$ cat src/rtl/load_store_unit_if.sv
// CPU-side request/response channel of the load/store unit.
// The unit sits on the slave modport. The CPU or bench sits on the master modport.
interface load_store_unit_if;
   logic        reqValid;
   logic        reqReady;
   logic        reqWrite;
   logic [1:0]  reqSize;
   logic        reqSigned;
   logic [31:0] reqAddr;
   logic [31:0] reqWdata;
   logic        respValid;
   logic        respReady;
   logic [31:0] respRdata;
   logic        respErr;

   modport master (
      output reqValid, reqWrite, reqSize, reqSigned, reqAddr, reqWdata, respReady,
      input  reqReady, respValid, respRdata, respErr
   );

   modport slave (
      input  reqValid, reqWrite, reqSize, reqSigned, reqAddr, reqWdata, respReady,
      output reqReady, respValid, respRdata, respErr
   );
endinterface

$ cat src/rtl/load_store_unit.sv
// Turns CPU byte/half/word loads and stores into word accesses. Sub-word stores use read-modify-write.
// Latency: error 1, word store 2, load 1+RL, sub-word store 2+RL; one request in flight; RESP holds until respReady.
module load_store_unit #(
   parameter int READ_LATENCY = 1
) (
   input  logic                    clk,
   input  logic                    rst,
   load_store_unit_if.slave        cpu,
   output logic [31:0]             memAddress,
   output logic [31:0]             memDataIn,
   output logic                    memWEn,
   output logic                    memRst,
   input  logic [31:0]             memDataOut
);

   typedef enum logic [2:0] {IDLE, RD, RMW_RD, WR, RESP} state_t;

   localparam logic [1:0] CNT_INIT = 2'(READ_LATENCY - 1);

   state_t      state, state_nxt;
   logic [31:0] addr_q;
   logic [31:0] word_q;
   logic [31:0] rdata_q;
   logic [1:0]  size_q;
   logic        signed_q;
   logic        err_q;
   logic [1:0]  cnt;

   logic        req_err;
   logic [7:0]  byte_v;
   logic [15:0] half_v;
   logic [31:0] load_val;
   logic [31:0] merge_val;

   always_comb begin
      req_err = (cpu.reqSize == 2'b11)
             || (cpu.reqSize == 2'b01 && cpu.reqAddr[0])
             || (cpu.reqSize == 2'b10 && cpu.reqAddr[1:0] != 2'b00);
   end

   // Lane extraction and merge both work on the word currently on memDataOut.
   always_comb begin
      byte_v    = memDataOut[{addr_q[1:0], 3'b000} +: 8];
      half_v    = memDataOut[{addr_q[1], 4'b0000} +: 16];
      load_val  = memDataOut;
      merge_val = memDataOut;
      case (size_q)
         2'b00: begin
            load_val = signed_q ? {{24{byte_v[7]}}, byte_v} : {24'b0, byte_v};
            merge_val[{addr_q[1:0], 3'b000} +: 8] = word_q[7:0];
         end
         2'b01: begin
            load_val = signed_q ? {{16{half_v[15]}}, half_v} : {16'b0, half_v};
            merge_val[{addr_q[1], 4'b0000} +: 16] = word_q[15:0];
         end
         default: ;
      endcase
   end

   always_comb begin
      state_nxt = state;
      case (state)
         IDLE: begin
            if (cpu.reqValid) begin
               if (req_err)                     state_nxt = RESP;
               else if (!cpu.reqWrite)          state_nxt = RD;
               else if (cpu.reqSize == 2'b10)   state_nxt = WR;
               else                             state_nxt = RMW_RD;
            end
         end
         RD:     if (cnt == 2'd0) state_nxt = RESP;
         RMW_RD: if (cnt == 2'd0) state_nxt = WR;
         WR:     state_nxt = RESP;
         RESP:   if (cpu.respReady) state_nxt = IDLE;
         default: state_nxt = IDLE;
      endcase
   end

   always_ff @(posedge clk) begin
      if (!rst) begin
         state    <= IDLE;
         addr_q   <= '0;
         word_q   <= '0;
         rdata_q  <= '0;
         size_q   <= '0;
         signed_q <= 1'b0;
         err_q    <= 1'b0;
         cnt      <= '0;
      end else begin
         state <= state_nxt;
         case (state)
            IDLE: begin
               if (cpu.reqValid) begin
                  addr_q   <= cpu.reqAddr;
                  word_q   <= cpu.reqWdata;
                  size_q   <= cpu.reqSize;
                  signed_q <= cpu.reqSigned;
                  err_q    <= req_err;
                  rdata_q  <= '0;
                  cnt      <= CNT_INIT;
               end
            end
            RD: begin
               if (cnt == 2'd0) rdata_q <= load_val;
               else             cnt     <= cnt - 2'd1;
            end
            RMW_RD: begin
               if (cnt == 2'd0) word_q <= merge_val;
               else             cnt    <= cnt - 2'd1;
            end
            RESP: begin
               if (cpu.respReady) begin
                  rdata_q <= '0;
                  err_q   <= 1'b0;
               end
            end
            default: ;
         endcase
      end
   end

   assign cpu.reqReady  = (state == IDLE);
   assign cpu.respValid = (state == RESP);
   assign cpu.respRdata = rdata_q;
   assign cpu.respErr   = err_q;

   assign memAddress = (state == IDLE) ? 32'h0 : {addr_q[31:2], 2'b00};
   assign memDataIn  = (state == WR) ? word_q : 32'h0;
   assign memWEn     = (state == WR);
   assign memRst     = ~rst;

endmodule

$ cat src/flat_wrapper.sv
// flat-port wrapper written by rule: the top's interface ports become plain ports
module load_store_unit_flat 
#(
   parameter int READ_LATENCY = 1
)
  (clk, rst, memAddress, memDataIn, memWEn, memRst, memDataOut, cpu_reqValid, cpu_reqWrite, cpu_reqSize, cpu_reqSigned, cpu_reqAddr, cpu_reqWdata, cpu_respReady, cpu_reqReady, cpu_respValid, cpu_respRdata, cpu_respErr);
  load_store_unit_if cpu_i ();
  input  logic clk;
  input  logic rst;
  output logic [31:0] memAddress;
  output logic [31:0] memDataIn;
  output logic memWEn;
  output logic memRst;
  input  logic [31:0] memDataOut;
  input wire logic [$bits(cpu_i.reqValid)-1:0] cpu_reqValid;
  input wire logic [$bits(cpu_i.reqWrite)-1:0] cpu_reqWrite;
  input wire logic [$bits(cpu_i.reqSize)-1:0] cpu_reqSize;
  input wire logic [$bits(cpu_i.reqSigned)-1:0] cpu_reqSigned;
  input wire logic [$bits(cpu_i.reqAddr)-1:0] cpu_reqAddr;
  input wire logic [$bits(cpu_i.reqWdata)-1:0] cpu_reqWdata;
  input wire logic [$bits(cpu_i.respReady)-1:0] cpu_respReady;
  output wire logic [$bits(cpu_i.reqReady)-1:0] cpu_reqReady;
  output wire logic [$bits(cpu_i.respValid)-1:0] cpu_respValid;
  output wire logic [$bits(cpu_i.respRdata)-1:0] cpu_respRdata;
  output wire logic [$bits(cpu_i.respErr)-1:0] cpu_respErr;
  assign cpu_i.reqValid = cpu_reqValid;
  assign cpu_i.reqWrite = cpu_reqWrite;
  assign cpu_i.reqSize = cpu_reqSize;
  assign cpu_i.reqSigned = cpu_reqSigned;
  assign cpu_i.reqAddr = cpu_reqAddr;
  assign cpu_i.reqWdata = cpu_reqWdata;
  assign cpu_i.respReady = cpu_respReady;
  assign cpu_reqReady = cpu_i.reqReady;
  assign cpu_respValid = cpu_i.respValid;
  assign cpu_respRdata = cpu_i.respRdata;
  assign cpu_respErr = cpu_i.respErr;
  load_store_unit #(.READ_LATENCY(READ_LATENCY)) u_core (.clk(clk), .rst(rst), .cpu(cpu_i), .memAddress(memAddress), .memDataIn(memDataIn), .memWEn(memWEn), .memRst(memRst), .memDataOut(memDataOut));
endmodule
$ cat config.mk
export PLATFORM = sky130hd
export DESIGN_NAME = load_store_unit_flat
export DESIGN_NICKNAME = d
export VERILOG_FILES = /design/src/rtl/load_store_unit_if.sv /design/src/rtl/load_store_unit.sv /design/src/flat_wrapper.sv
export SDC_FILE = /design/constraint.sdc
export NUM_CORES = 1
export LEC_CHECK = 0
export BUFFER_PORTS_ARGS = -buffer_cell sky130_fd_sc_hd__buf_4
export CORE_MARGIN = 2
export CORE_UTILIZATION = 52
export CTS_BUF_LIST = sky130_fd_sc_hd__clkbuf_8
export CTS_CLUSTER_SIZE = 12
export DETAILED_ROUTE_END_ITERATION = 6
export PLACE_DENSITY = 0.9
export SLEW_MARGIN = 10
export SYNTH_ARGS = -nofsm -noshare
export SYNTH_HDL_FRONTEND = slang
export SYNTH_SLANG_ARGS = --single-unit
$ cat constraint.sdc
create_clock -name clk -period 2.8 [get_ports clk]
set_input_delay 0.42 -clock clk [delete_from_list [all_inputs] [get_ports clk]]
set_output_delay 0.42 -clock clk [all_outputs]
set_load 0.1 [all_outputs]
======== Yosys cells after proc, flatten, opt, wreduce, memory -nomap -nowiden ========
Index checks and enable logic that the tools add are counted.
word-level totals
  output and inout port bits .............. 101
  flip-flop bits (word level) ............. 105
  bits of input ports ..................... 104
  logic and storage cells ................. 79
cells by class
  reductions and logical operators ........ 19
  shifts and indexed selects .............. 6
  bitwise operators ....................... 1
  $add $sub $neg .......................... 3
  mux-type cells .......................... 29
  equality and inequality tests ........... 13
operators by type and width
  kind                     count
  $mux 32                  9
  $pmux 32 s2              3
  $pmux 32 s3              1
  $bwmux 32                2
  $shift 16x7->32 const A  1
  $shift 8x7->32 const A   1
  $shiftx 16x7->32         1
  $shiftx 32x6->16         1
  $shiftx 32x6->8          1
  $shiftx 8x7->32          1
  $mux 3                   6
  $pmux 3 s5               1
  $neg 5->7                2
  $reduce_and 3->1         3
  $reduce_and 4->1         2
  $reduce_bool 2->1        4
  $eq 3x2->1 const B       2
  $ne 2x2->1 const B       3
  $eq 2x1->1 const B       2
  $eq 2x2->1 const B       2
  $logic_not 2->1          2
  $mux 2                   2
  $ne 2x1->1 const B       2
  $pmux 2 s2               1
  other kinds (12)         16

======== Longest topological paths before layout ========
Gate-level depths: netlist of the first run.
  depth in word-level cells ............... 7
  mapped depth ............................ 9
  mapped depth without buffers ............ 6

======== Worst setup path before layout of the first run ========
OpenSTA, ideal clock, no wires.
  path kind ............................... register -> output
  start point ............................. register u_core.state[2]
  end point ............................... output memAddress[22]
  arrival time ............................ 2.802 ns
  slack ................................... -0.422 ns
  required time ........................... 2.380 ns
  path buffers ............................ 2
  stages on the path, launching flop included .. 5
  path through ............................ dfxtp_1 buf_2 nor3_1 clkbuf_1 nor2b_1
on the way
  cells in the longest elaborated chain, start to end .. 2
RTL lines
  what                      RTL line                text
  start: declaration        load_store_unit.sv:20   state_t state, state_nxt;
  start signal: assignment  load_store_unit.sv:90   state <= state_nxt;
  $logic_not 3->1           -
  via cpu_reqReady          flat_wrapper.sv:22      output wire logic [$bits(cpu_i.reqReady)-1:0] cpu_reqReady;
  $mux 32                   load_store_unit.sv:127  assign memAddress = (state == IDLE) ? 32'h0 : {addr_q[31:2], 2'b00};
  end: declaration          flat_wrapper.sv:10      output logic [31:0] memAddress;
The timed path passes the listed nets, and every way through them passes these cells.

======== Worst setup path after layout of the first run ========
  start point ............................. register u_core.state[0]
  end point ............................... output memDataIn[4]
on the way
  cells in the longest elaborated chain, start to end .. 2
RTL lines
  what              RTL line                text
  $eq 3x2->1        load_store_unit.sv:128  assign memDataIn = (state == WR) ? word_q : 32'h0;
  $mux 32           load_store_unit.sv:128
  end: declaration  flat_wrapper.sv:11      output logic [31:0] memDataIn;
Every way passes these cells.

==> results, run 1 <==
- The run finished with clean final reports.
- The core area is 0.01084 mm^2.
- The number of gates resized after CTS was 0.
- In the final routed layout, each cell accounts on average for 18.57 um.
- The flip-flop and latch count after synthesis is 105.
- The number of pins with negative max-slew slack in the final report was 0.
- Yosys mapped a number of flops with a built-in enable equal to 0.
- The number of warnings reported in the yosys synthesis log is 0.
- After synthesis, the cell types taking the most area are dfxtp_1 37%, nand2_1 8.3%, nor2b_1 4.3%.
- The number of antenna diodes is 0.
- The worst path in the final design needs a cycle of 2.612 ns, including I/O delays and setup.
- The longest clock path from root to sink contains 2 buffers.
- The combined global-route utilization of all metal layers is 31.21%.
- The number of ports placed on the die boundary is 205.
- Max-cap violations in this run came to 0.
- The net switching component of the power is 1.876 mW.
- The finished layout cell area is 0.007526 mm^2.
- The H-tree depth reported by CTS is 3.
- Setup repair after global routing left no endpoint under its margin.
- Counting instances in the post-synthesis netlist gives the leading cell types as 127 x nand2_1, 105 x dfxtp_1, 50 x o21ai_0.
- The worst slew margin relative to its limit is 41.15%.
- In this run the static leakage power is 3.227 nW.
- After clock tree synthesis, the clock-pin slew on the worst setup and hold paths is 0.10 ns.
- In this run the power density over the cells is 614.0 mW/mm^2.
- The wire length reported by the detailed router is 18.91 mm.
- After synthesis, flip-flops and latches occupy 36.54% of the total area.
- The buffers inserted during post-CTS setup optimization is 0.
- Of the cells placed in the final design, the portion with a size suffix greater than 1 is 29.38%.
- The highest clock rate is 382.8 MHz.
- The routed via count divided by cell count is 6.123.
- Once placement finished, the instance area stood at 0.007305 mm^2.
- The distinct cell type count after synthesis is 56.
- The initial core utilization is 53.07%.
- The die area is 0.01192 mm^2.
- The detail route stage leaves a number of antenna-violating nets equal to 0.
- The startpoint class of the critical path is a flip-flop.
- The count of final setup violators is 0.
- The layout has 903 filler cells.
- The internal cell power is 2.745 mW.
- In the final layout, flip-flops and latches occupy 0.002102 mm^2.
- TritonCTS built the clock tree.
- The initial antenna violation count came to 0.
- The start-to-end type of the worst setup path is flip-flop to output pin.
- The area used by multi-input combinational logic is 0.003338 mm^2.
- Along the worst path, the maximum fanout reaches 30.
- The via count of the first global-routing pass is 5664.
- Buffers inserted during clock tree synthesis total 9.
- The sum of net half-perimeters after detailed placement is 13.90 mm.
- The netlist area before placement is 0.005753 mm^2.
- For this block, the initial DRC count from the detailed router was 503.
- The placement row count is 38.
- The sequential power share is 39.0%.
- On the final layout, the worst hold slack is 0.2709 ns.
- The first detailed-routing pass ran for 6 iterations.
- The data required time at the worst endpoint is 2.38 ns.
- STA classifies the critical path endpoint as an output pin.
- The die span in y is 109.2 um.
- The buffer type at the clock tree root is clkbuf_8.
- Input and output buffers added on the ports amount to 202.
- The worst min-delay path class is primary input to flip-flop.
- The worst-case IR drop observed on VDD is 568.9 uV.
- The tree built by TritonCTS fans out to 105 sinks.
- The total overflow left after global routing is 0.
- The mean post-synth cell area is 8.103 um^2.
- Combinational logic burns 38.2% of the power.
- The arrival time at the worst endpoint is 2.19 ns.
- At the pin with the least slew margin, the transition time is 0.8827 ns.
- From left edge to right edge, the die measures 109.2 um.
- The maximum number of pins on one net before global-route repair is 51.
- The design draws 4.621 mW.
- The post-layout utilization of the core is 69.43%.
- In the synthesized netlist the async set-or-reset flop fraction comes to 0%.
- The worst-skew pair later-pin latency is 0.38 ns.
- The hold violation count in the final report is 0.
- Buffers inserted to repair hold after CTS numbered 0.
- The remaining design rule violation count is 0.
- The placer congestion estimate is 0.9464.
- The fraction of power spent switching nets is 40.59%.
- The area growth from synthesis to layout is 30.82%.
- The final layout contains 983 nets.
- For the final database, setup skew stands at 0.01153 ns.
- The most common flop cell mapped by yosys is dfxtp_1.
- The area share of the largest cell type after synthesis is 36.54%.
- The gate count after technology mapping is 710.
- The first global-routing pass estimated 29.14 mm of wire.
- The number of instances in the placed design is 1002.
- The period utilization is 93.29%.
- dfxtp_1 takes more of the synthesized area than any other cell.
- The portion of total power attributed to the clock network is 22.8%.
- Detailed routing inserted a total of 6233 vias.
- The final non-filler cell total is 1018.
- The cell with the most instances after synthesis is nand2_1.
-- registers in the layout (all words and copies together) (netlist names) --
signal	flops
u_core.addr_q	32
u_core.cnt	2
u_core.cpu.respErr	1
u_core.cpu.respRdata	32
u_core.signed_q	1
u_core.size_q	2
u_core.state	3
u_core.word_q	32
-- metal layers --
metal | up-vias | global-route usage [%] | wire length (um)
met5 | - | 0 | 0
met4 | 0 | 11.84 | 885
met3 | 81 | 9.922 | 2078
met2 | 382 | 52.35 | 8871
met1 | 2867 | 37.26 | 7073
li1 | 2903 | - | -
-- through the flow --
stage | setup TNS [ns] | setup WS (ns)
2_1_floorplan | -1.170 | -0.1951
3_3_place_gp | 0 | 0.5669
3_5_place_dp | 0 | 0.4881
4_1_cts | 0 | 0.1880
5_1_grt | 0 | 0.03904
6_report | 0 | 0.1879
-- logic make-up (layout without fill, tap and decap cells) --
| kind of cell | Yosys count | after routing | share of synthesized area [%] |
|---|---|---|---|
| compound gates | 233 | 233 | 28.93 |
| xor+xnor | 1 | 1 | 0.1523 |
| fa+ha+maj | 6 | 6 | 1.305 |
| buf+inv | 78 | 245 | 5.916 |
| flops | 105 | 105 | 36.54 |
| mux | 14 | 14 | 2.871 |
| other cells | 1 | 2 | 0.06518 |
| simple gates | 272 | 272 | 24.23 |
-- final timing paths --
kind	startpoint	to	slack, ns	depth (start not counted)
worst max-delay path	u_core.state[0]$_SDFFE_PN0P_	memDataIn[4]	0.19	4
worst min-delay path	cpu_reqAddr[13]	u_core.addr_q[13]$_SDFFE_PN0P_	0.27	3
worst max register to register	u_core.addr_q[1]$_SDFFE_PN0P_	u_core.cpu.respRdata[14]$_SDFFE_PN0P_	0.43	5
worst min register to register	u_core.cpu.respRdata[0]$_SDFFE_PN0P_	u_core.cpu.respRdata[0]$_SDFFE_PN0P_	0.45	2
-- cells in the final DEF, fill, tap and decap left out, types with 3 or more instances in the layout --
cell type,Yosys,routed
a211oi_1,15,15
a21o_1,12,12
a21oi_1,39,39
a221o_1,16,16
a221oi_1,19,19
a2bb2oi_1,14,14
a32o_1,8,8
and2_1,12,12
and3_1,34,34
buf_4,5,221
clkbuf_8,0,10
dfxtp_1,105,105
ha_1,6,6
inv_1,5,7
inv_2,3,3
mux2_2,10,10
mux2i_1,3,3
nand2_1,127,127
nand2b_1,21,21
nor2_1,9,9
nor2b_1,40,37
nor2b_2,1,4
nor3_1,11,10
o21a_1,4,4
o21ai_0,50,50
o21ai_1,7,7
o21bai_1,8,8
o2bb2ai_1,8,8
o32ai_1,24,24
-- area by class of cell --
cell class / instances / share of cell area [%]
clock buffers: 10 / 1.829
repair buffers: 221 / 22.04
flip-flops and latches: 105 / 27.93
well taps: 140 / 2.328
multi-input cells: 528 / 44.36
inverters: 8 / 0.3990
clock inverters: 6 / 1.114
-- power groups by stage --
stage	Sequential (mW)	Clock, mW	Combinational, mW
global placement	1.82	0	1.72
floorplan	1.90	0	1.19
global route	1.82	1.12	1.89
finish	1.80	1.05	1.77
detailed placement	1.83	0	1.74
CTS	1.79	1.06	1.75
-- critical path, cell delays in order, from the launching register on --
cell     delay, ns
dfxtp_1       0.69
nor2b_2       0.32
buf_4         0.28
and3_1        0.21
buf_4         0.29
(Power assumes the default switching activity.)
==> run 2, diff against run 1 <==
Settings changed: CELL_PAD_IN_SITES_DETAIL_PLACEMENT set to 2, CELL_PAD_IN_SITES_GLOBAL_PLACEMENT set to 2, CORE_UTILIZATION 52 to 29.
==> results, run 2 (synthesized netlist as in run 1, its figures left out) <==
- The clock tree from TritonCTS is built.
- The total of max-cap violations is 0 (unchanged).
- The die area is 0.02098 mm^2 (+76%).
- The number of pins with negative max-slew slack in the final report is 0 (unchanged).
- The worst-skew pair later-pin latency is 0.41 ns (+0.03 ns).
- The clock transition at the register clock pins on the worst setup and hold paths after CTS is 0.12 ns (+0.02 ns).
- The number of antenna diodes came to 0 (unchanged).
- The cell that appears most often on the critical path is buf_4.
- The number of ports placed on the die boundary came to 205 (unchanged).
- The highest fanout seen on the critical path is 22 (-27%).
- Setup repair after global routing left no endpoint under its margin.
- The fraction of layout instances using a drive strength above 1 is 30.09% (+0.71 points).
- The final setup slack of the worst path is 0.1708 ns (-0.01707 ns).
- The data required time at the worst endpoint was 2.38 ns (about the same).
- The root buffer cell chosen for the clock tree is clkbuf_8.
- The reported leakage power is 3.242 nW (+0.48%).
- The cell area after placement is 0.007506 mm^2 (+2.8%).
- The via count of the first global-routing pass is 6711 (+18%).
- The flow ran to the end, and the final reports show no timing, DRC or antenna violations.
- The number of buffers on the longest clock path is 2 (unchanged).
- The arrival time at the worst endpoint is 2.21 ns (+0.02 ns).
- The global-route met1 utilization is 27.63% (-9.6 points).
- Broken down by cell family, the worst path's largest delay share belongs to flip-flops.
- The finished layout cell area is 0.007715 mm^2 (+2.5%).
- The number of nets with antenna violations after routing is 0 (unchanged).
- The total CTS buffers is 9 (unchanged).
- The final non-filler cell total is 1149 (+13%).
- The library cell used most frequently in the layout, excluding fill and tap cells, is buf_4.
- The sum of net half-perimeters after detailed placement was 18.80 mm (+35%).
- For this design, the slowest cell found on the critical path is dfxtp_1.
- The total negative slack came to 0 ns (unchanged).
- The placer congestion estimate is 0.8718 (-7.9%).
- The remaining design rule violation count came to 0 (unchanged).
- The total number of vias was 6269 (+0.58%).
- The final period demand of the worst path was 2.629 ns (+0.01707 ns).
- The startpoint class of the critical path is a flip-flop.
- The number of instances in the placed design came to 1133 (+13%).
- The number of buffers and inverters on the critical path was 2 (unchanged).
- The beginning of the worst hold path is cpu_reqAddr[6].
- The maximum VDD drop came to 310.6 uV (-45%).
- The count of hold-fix buffers inserted at cts is 0 (unchanged).
- The overall die width is 144.8 um (+33%).
- The hold violation count in the final report is 0 (unchanged).
- The core area came to 0.01946 mm^2 (+80%).
- The library cells used most frequently in the layout, excluding fill and tap cells, are 227 x buf_4, 127 x nand2_1, 105 x dfxtp_1.
- In this run the worst setup path begins at u_core.state[0]$_SDFFE_PN0P_.
- The wire length reported by the detailed router is 25.08 mm (+33%).
- The count of nets after finishing came to 989 (+0.61%).
- The number of optimization iterations in the first detailed-route pass was 4 (-2).
- The worst hold path belongs to the class primary input to flip-flop.
- The most used routing layer is met2.
- The buffers inserted during post-CTS setup optimization came to 0 (unchanged).
- The reg-to-reg startpoint is u_core.addr_q[1]$_SDFFE_PN0P_.
- The H-tree depth reported by CTS is 3 (unchanged).
- The longest individual stage delay on the worst path is 0.74 ns (+0.05 ns).
- The first-pass GRT wire length is 38.20 mm (+31%).
- The post-detailed-route wirelength per cell is 21.82 um (+17%).
- The post-cts resize count is 0 (unchanged).
- The worst-margin pin slew is 0.6997 ns (-0.1830 ns).
- The start-to-end type of the worst setup path is flip-flop to output pin.
- The highest clock rate is 380.3 MHz (-0.65%).
- The placement row count was 51 (+34%).
- The initial core utilization was 29.56% (-24 points).
- The number of design-rule violations left by the first detailed-router iteration is 337 (-33%).
- The period utilization is 93.90% (+0.61 points).
- The initial antenna violation count is 0 (unchanged).
- The combined global-route utilization of all metal layers is 23.81% (-7.4 points).
- The clock net sink count is 105 (unchanged).
- The port buffer count is 202 (unchanged).
- The category of the worst setup path capture point is an output pin.
- The maximum number of pins on one net before global-route repair is 51 (unchanged).
- Traced cell by cell, the critical path runs through nor2b_2 > buf_4 > and3_1 > buf_4.
- The die span in y is 144.8 um (+33%).
- The worst slew margin relative to its limit is 53.35% (+12 points).
- The routed via count divided by cell count is 5.456 (-11%).
- The count of final setup violators is 0 (unchanged).
- The met3 demand-to-capacity share in global routing is 7.502% (-2.4 points).
- The met2 demand-to-capacity share in global routing was 40.99% (-11 points).
- The final clock skew is 0.02468 ns (+0.01315 ns).
- Compared with the post-synthesis result, the final layout area differs by 34.10%.
- The residual overflow from global routing is 0 (unchanged).
- The total power per unit cell area is 605.6 mW/mm^2 (-1.4%).
- The post-placement setup slack was 0.5177 ns (+0.02958 ns).
==> run 2: cell count changes in the layout (fill, tap and decap cells not counted), sizes merged <==
| cell | previous run | this run |
|---|---|---|
| buf | 221 | 227 |
| clkinv | 1 | 4 |
| bufinv | 2 | 0 |
| clkbuf | 10 | 9 |
==> run 2: area by class of cell <==
| class | count | area (um^2) |
|---|---|---|
| Sequential cell | 105 | 2102 |
| Inverter | 8 | 30.03 |
| Clock inverter | 7 | 85.08 |
| Clock buffer | 9 | 123.9 |
| Tap cell | 265 | 331.6 |
| Multi-Input combinational cell | 528 | 3338 |
| Timing Repair Buffer | 227 | 1704 |
| Fill cell | 2223 | 11750 |
==> run 2: power by group <==
part | internal, mW | switching (mW) | leakage (nW) | total (mW)
clock | 0.357 | 0.649 | 0.100 | 1.01
combinational | 0.578 | 1.28 | 2.28 | 1.86
sequential | 1.65 | 0.153 | 0.858 | 1.81
==> run 2: metal layers <==
| metal | up-vias | part of all wire (%) |
|---|---|---|
| li1 | 2919 | - |
| met1 | 3046 | 40 |
| met2 | 251 | 48 |
| met3 | 53 | 9.2 |
| met4 | 0 | 3.3 |
| met5 | - | 0 |
==> run 2: stage by stage <==
step                hold slack [ns]  total power [mW]  util, %
finish                       0.2493             4.672    39.64
CTS                          0.2341             4.715    39.64
detailed placement           0.4477             3.692    38.57
global route                 0.2330             4.913    39.64
floorplan                    0.4316             3.086        -
global placement             0.4376             3.625    38.57
==> run 2: tightest hold or removal path: stages <==
cell	delay, ns
buf_4	0.11
nand2_1	0.04
a21oi_1	0.05
==> run 2: worst paths after layout <==
check / endpoint / slack [ns] / cells past startpoint
setup / recovery: memDataIn[14] / 0.17 / 4
hold / removal: u_core.addr_q[6]$_SDFFE_PN0P_ / 0.25 / 3
setup reg to reg: u_core.cpu.respRdata[10]$_SDFFE_PN0P_ / 0.43 / 5
hold reg to reg: u_core.addr_q[23]$_SDFFE_PN0P_ / 0.46 / 2
==> run 3, diff against run 2 <==
Settings changed: ABC_AREA set to 1, CORE_UTILIZATION 29 to 27, SLEW_MARGIN 10 to 20.
==> results, run 3 <==
- The proportion of register bits with asynchronous set or reset after synthesis is 0% (unchanged).
- The count of hold-fix buffers inserted at cts is 0 (unchanged).
- The flow ran to the end, and the final reports show no timing, DRC or antenna violations.
- The clock net sink count is 105 (unchanged).
- dfxtp_1 takes more of the synthesized area than any other cell.
- The arrival time at the worst endpoint was 2.91 ns (+0.70 ns).
- The first-pass GRT wire length is 44.52 mm (+17%).
- The simple logic cell fraction of the synthesized area is 28.95% (+4.7 points).
- The number of fill cells in the layout is 2844 (+28%).
- The data required time at the worst endpoint is 3.14 ns (+0.76 ns).
- The number of buffers on the longest clock path was 2 (unchanged).
- The period utilization is 91.95% (-1.9 points).
- The worst min-delay path class is primary input to flip-flop.
- Ranked by total cell area, the synthesized netlist is headed by dfxtp_1 33%, nand2_1 12%, a21oi_1 12%.
- The fraction of the yosys area taken by sequential cells is 32.91% (-3.6 points).
- Leaving out fill and tap cells, the most frequent cell in the layout is buf_4.
- The initial antenna violation count is 0 (unchanged).
- The area share of the largest cell type after synthesis is 32.91% (-3.6 points).
- The number of design-rule violations left by the first detailed-router iteration is 430 (+28%).
- The number of nets with antenna violations after routing was 0 (unchanged).
- The number of pins with negative max-slew slack in the final report came to 0 (unchanged).
- The total power per unit cell area is 580.5 mW/mm^2 (-4.1%).
- In the layout the commonest cells are 213 x buf_4, 205 x nand2_1, 153 x a21oi_1.
- The via count of the first global-routing pass was 7805 (+16%).
- By area, the combinational part of the netlist is dominated by simple AND/OR/NAND/NOR gates.
- Setup repair after global routing left no endpoint under its margin.
- The remaining design rule violation count is 0 (unchanged).
- The synthesis-to-finish area growth is 33.67%.
- The final clock skew is 0.01583 ns (-0.008847 ns).
- The gate count after technology mapping was 1046 (+47%).
- The fraction of synthesized cell area in xor and xnor cells is 0% (-0.15 points).
- The hold violation count in the final report was 0 (unchanged).
- The worst setup path is captured at a flip-flop.
- The total of max-cap violations is 0 (unchanged).
- By count the netlist is led by 205 x nand2_1, 153 x a21oi_1, 153 x nor2_1.
- The count of final setup violators is 0 (unchanged).
- The maximum number of pins on one net before global-route repair is 73 (+43%).
- The wire length reported by the detailed router was 28.95 mm (+15%).
- The worst-skew pair later-pin latency is 0.41 ns (about the same).
- TritonCTS built the clock tree.
- The total number of vias was 7638 (+22%).
- The die area is 0.02490 mm^2 (+19%).
- The worst setup slack for register-to-register paths is 0.23 ns (-0.20 ns).
- The startpoint identified for the worst hold timing path is cpu_reqAddr[12].
- The port buffer count was 202 (unchanged).
- The placement row count is 56 (+9.8%).
- The combined global-route utilization of all metal layers was 23.19% (-0.62 points).
- The routed via count divided by cell count is 4.989 (-8.6%).
- The residual overflow from global routing is 0 (unchanged).
- The H-tree depth reported by CTS is 3 (unchanged).
- The initial core utilization is 27.38% (-2.2 points).
- The worst-margin pin slew is 0.9558 ns (+0.2562 ns).
- The highest clock rate is 388.4 MHz (+2.1%).
- The clock transition at the register clock pins on the worst setup and hold paths after CTS was 0.13 ns (about the same).
- The number of instances on the worst hold path is 3 (unchanged).
- The fraction of layout instances using a drive strength above 1 is 24.34% (-5.8 points).
- The number of antenna diodes is 0 (unchanged).
- The critical path is of the flip-flop to flip-flop type.
- The reported leakage power is 3.758 nW (+16%).
- The most common flop cell mapped by yosys is dfxtp_1.
- The mean post-synth cell area is 6.106 um^2 (-25%).
- The fraction of the mapped netlist area in adder cells is 1.175% (-0.13 points).
- The logic depth of the worst register-to-register path is 7 (+2).
- The maximum VDD drop is 338.4 uV (+9.0%).
- The die span in y came to 157.8 um (+9.0%).
- The post-synthesis compound-gate area fraction is 24.23% (-4.7 points).
- In this run the critical register-to-register path is launched from u_core.size_q[1]$_SDFFE_PN0P_.
- The startpoint class of the critical path is a flip-flop.
- The final setup slack of the worst path was 0.2254 ns (+0.05460 ns).
- The core area was 0.02333 mm^2 (+20%).
- The flip-flop and latch count after synthesis is 105 (unchanged).
- The final period demand of the worst path is 2.575 ns (-0.05460 ns).
- The number of warnings reported in the yosys synthesis log was 0 (unchanged).
- The cell with the most instances after synthesis is nand2_1.
- The placer congestion estimate is 0.8814 (+1.1%).
- CTS placed an instance of clkbuf_8 at the clock tree root.
- The total power of the final layout is 4.957 mW (+6.1%).
- The overall die width is 157.8 um (+9.0%).
- The buffers inserted during post-CTS setup optimization came to 0 (unchanged).
- The count of nets after finishing is 1317 (+33%).
- The distinct cell type count after synthesis came to 36 (-36%).
- The multiplexer share of the synthesized area came to 0% (-2.9 points).
- The post-detailed-route wirelength per cell is 18.91 um (-13%).
- The number of synthesized flops with an enable pin is 0 (unchanged).
- The netlist area before placement is 0.006387 mm^2 (+11%).
- The total CTS buffers is 9 (unchanged).
- The worst slew margin relative to its limit is 35.88% (-17 points).
- The number of optimization iterations in the first detailed-route pass is 4 (unchanged).
- The sum of net half-perimeters after detailed placement is 21.66 mm (+15%).
- The number of ports placed on the die boundary is 205 (unchanged).
- The post-placement setup slack came to 0.6122 ns (+0.09450 ns).
- The end point of the most critical hold path is u_core.addr_q[12]$_SDFFE_PN0P_.
- The highest fanout seen on the critical path is 31 (+41%).
- The worst register-to-register path ends at u_core.word_q[11]$_SDFFE_PN0P_.
- The post-cts resize count came to 0 (unchanged).
## run 3: layout make-up
type                       count  area [um^2]  share of cell area [%]
multi-input combinational    744         3717                   43.54
clock buffer                  10        137.6                   1.612
tap                          319        399.1                   4.675
timing repair buffer         214         1619                   18.96
sequential                   105         2102                   24.62
clock inverter                 6        62.56                  0.7327
inverter                     133        500.5                   5.862
## run 3: critical path: stages, from the launching register on
cell	delay, ns
dfxtp_1	0.41
nor2_1	0.32
clkinv_1	0.85
a21oi_1	0.51
nand2_1	0.13
nand3_1	0.12
nand2_1	0.06
a21oi_1	0.11
## run 3: cells by family after synthesis
kind of cell / Yosys count
other: 1
flip-flops: 105
buffers and inverters: 198
AO/OA/AOI/OAI: 301
adder cells (fa/ha/maj): 6
AND/OR/NAND/NOR: 435
## run 3: worst max path at each step
stage / start / to / slack [ns]
after floorplan: u_core.state[0]$_SDFFE_PN0P_ / memAddress[22] / -0.36
after global placement: u_core.state[1]$_SDFFE_PN0P_ / memDataIn[31] / 0.76
final: u_core.size_q[1]$_SDFFE_PN0P_ / u_core.word_q[11]$_SDFFE_PN0P_ / 0.23
after CTS: u_core.state[1]$_SDFFE_PN0P_ / memDataIn[11] / 0.26
after global routing: u_core.size_q[1]$_SDFFE_PN0P_ / u_core.word_q[11]$_SDFFE_PN0P_ / 0.02
after detailed placement: u_core.cnt[0]$_SDFFE_PN0P_ / u_core.cpu.respRdata[10]$_SDFFE_PN0P_ / 0.61
## run 3: routing by layer
layer | GRT usage [%] | up-vias | wire length (um) | part of all wire [%]
li1 | - | 3665 | - | -
met1 | 30.15 | 3769 | 12800 | 44
met2 | 39.61 | 163 | 14250 | 49
met3 | 3.504 | 41 | 1198 | 4.1
met4 | 6.840 | 0 | 699 | 2.4
met5 | 0 | - | 0 | 0
## run 3: power breakdown
| group | switching, mW | internal [mW] | leakage (nW) |
|---|---|---|---|
| combinational | 1.64 | 0.535 | 2.79 |
| clock | 0.649 | 0.371 | 0.102 |
| sequential | 0.105 | 1.66 | 0.862 |
## run 3: through the flow
step | TNS [ns] | cell area, um^2 | std cells | utilization [%] | hold WS [ns]
5_1_grt | 0 | 8538 | 1531 | 36.59 | 0.2856
3_3_place_gp | 0 | 8338 | 1515 | 35.74 | 0.4406
4_1_cts | 0 | 8538 | 1531 | 36.59 | 0.2733
2_1_floorplan | -3.580 | 6633 | 1047 | - | 0.4300
3_5_place_dp | 0 | 8338 | 1515 | 35.74 | 0.4486
6_report | 0 | 8538 | 1531 | 36.59 | 0.2866
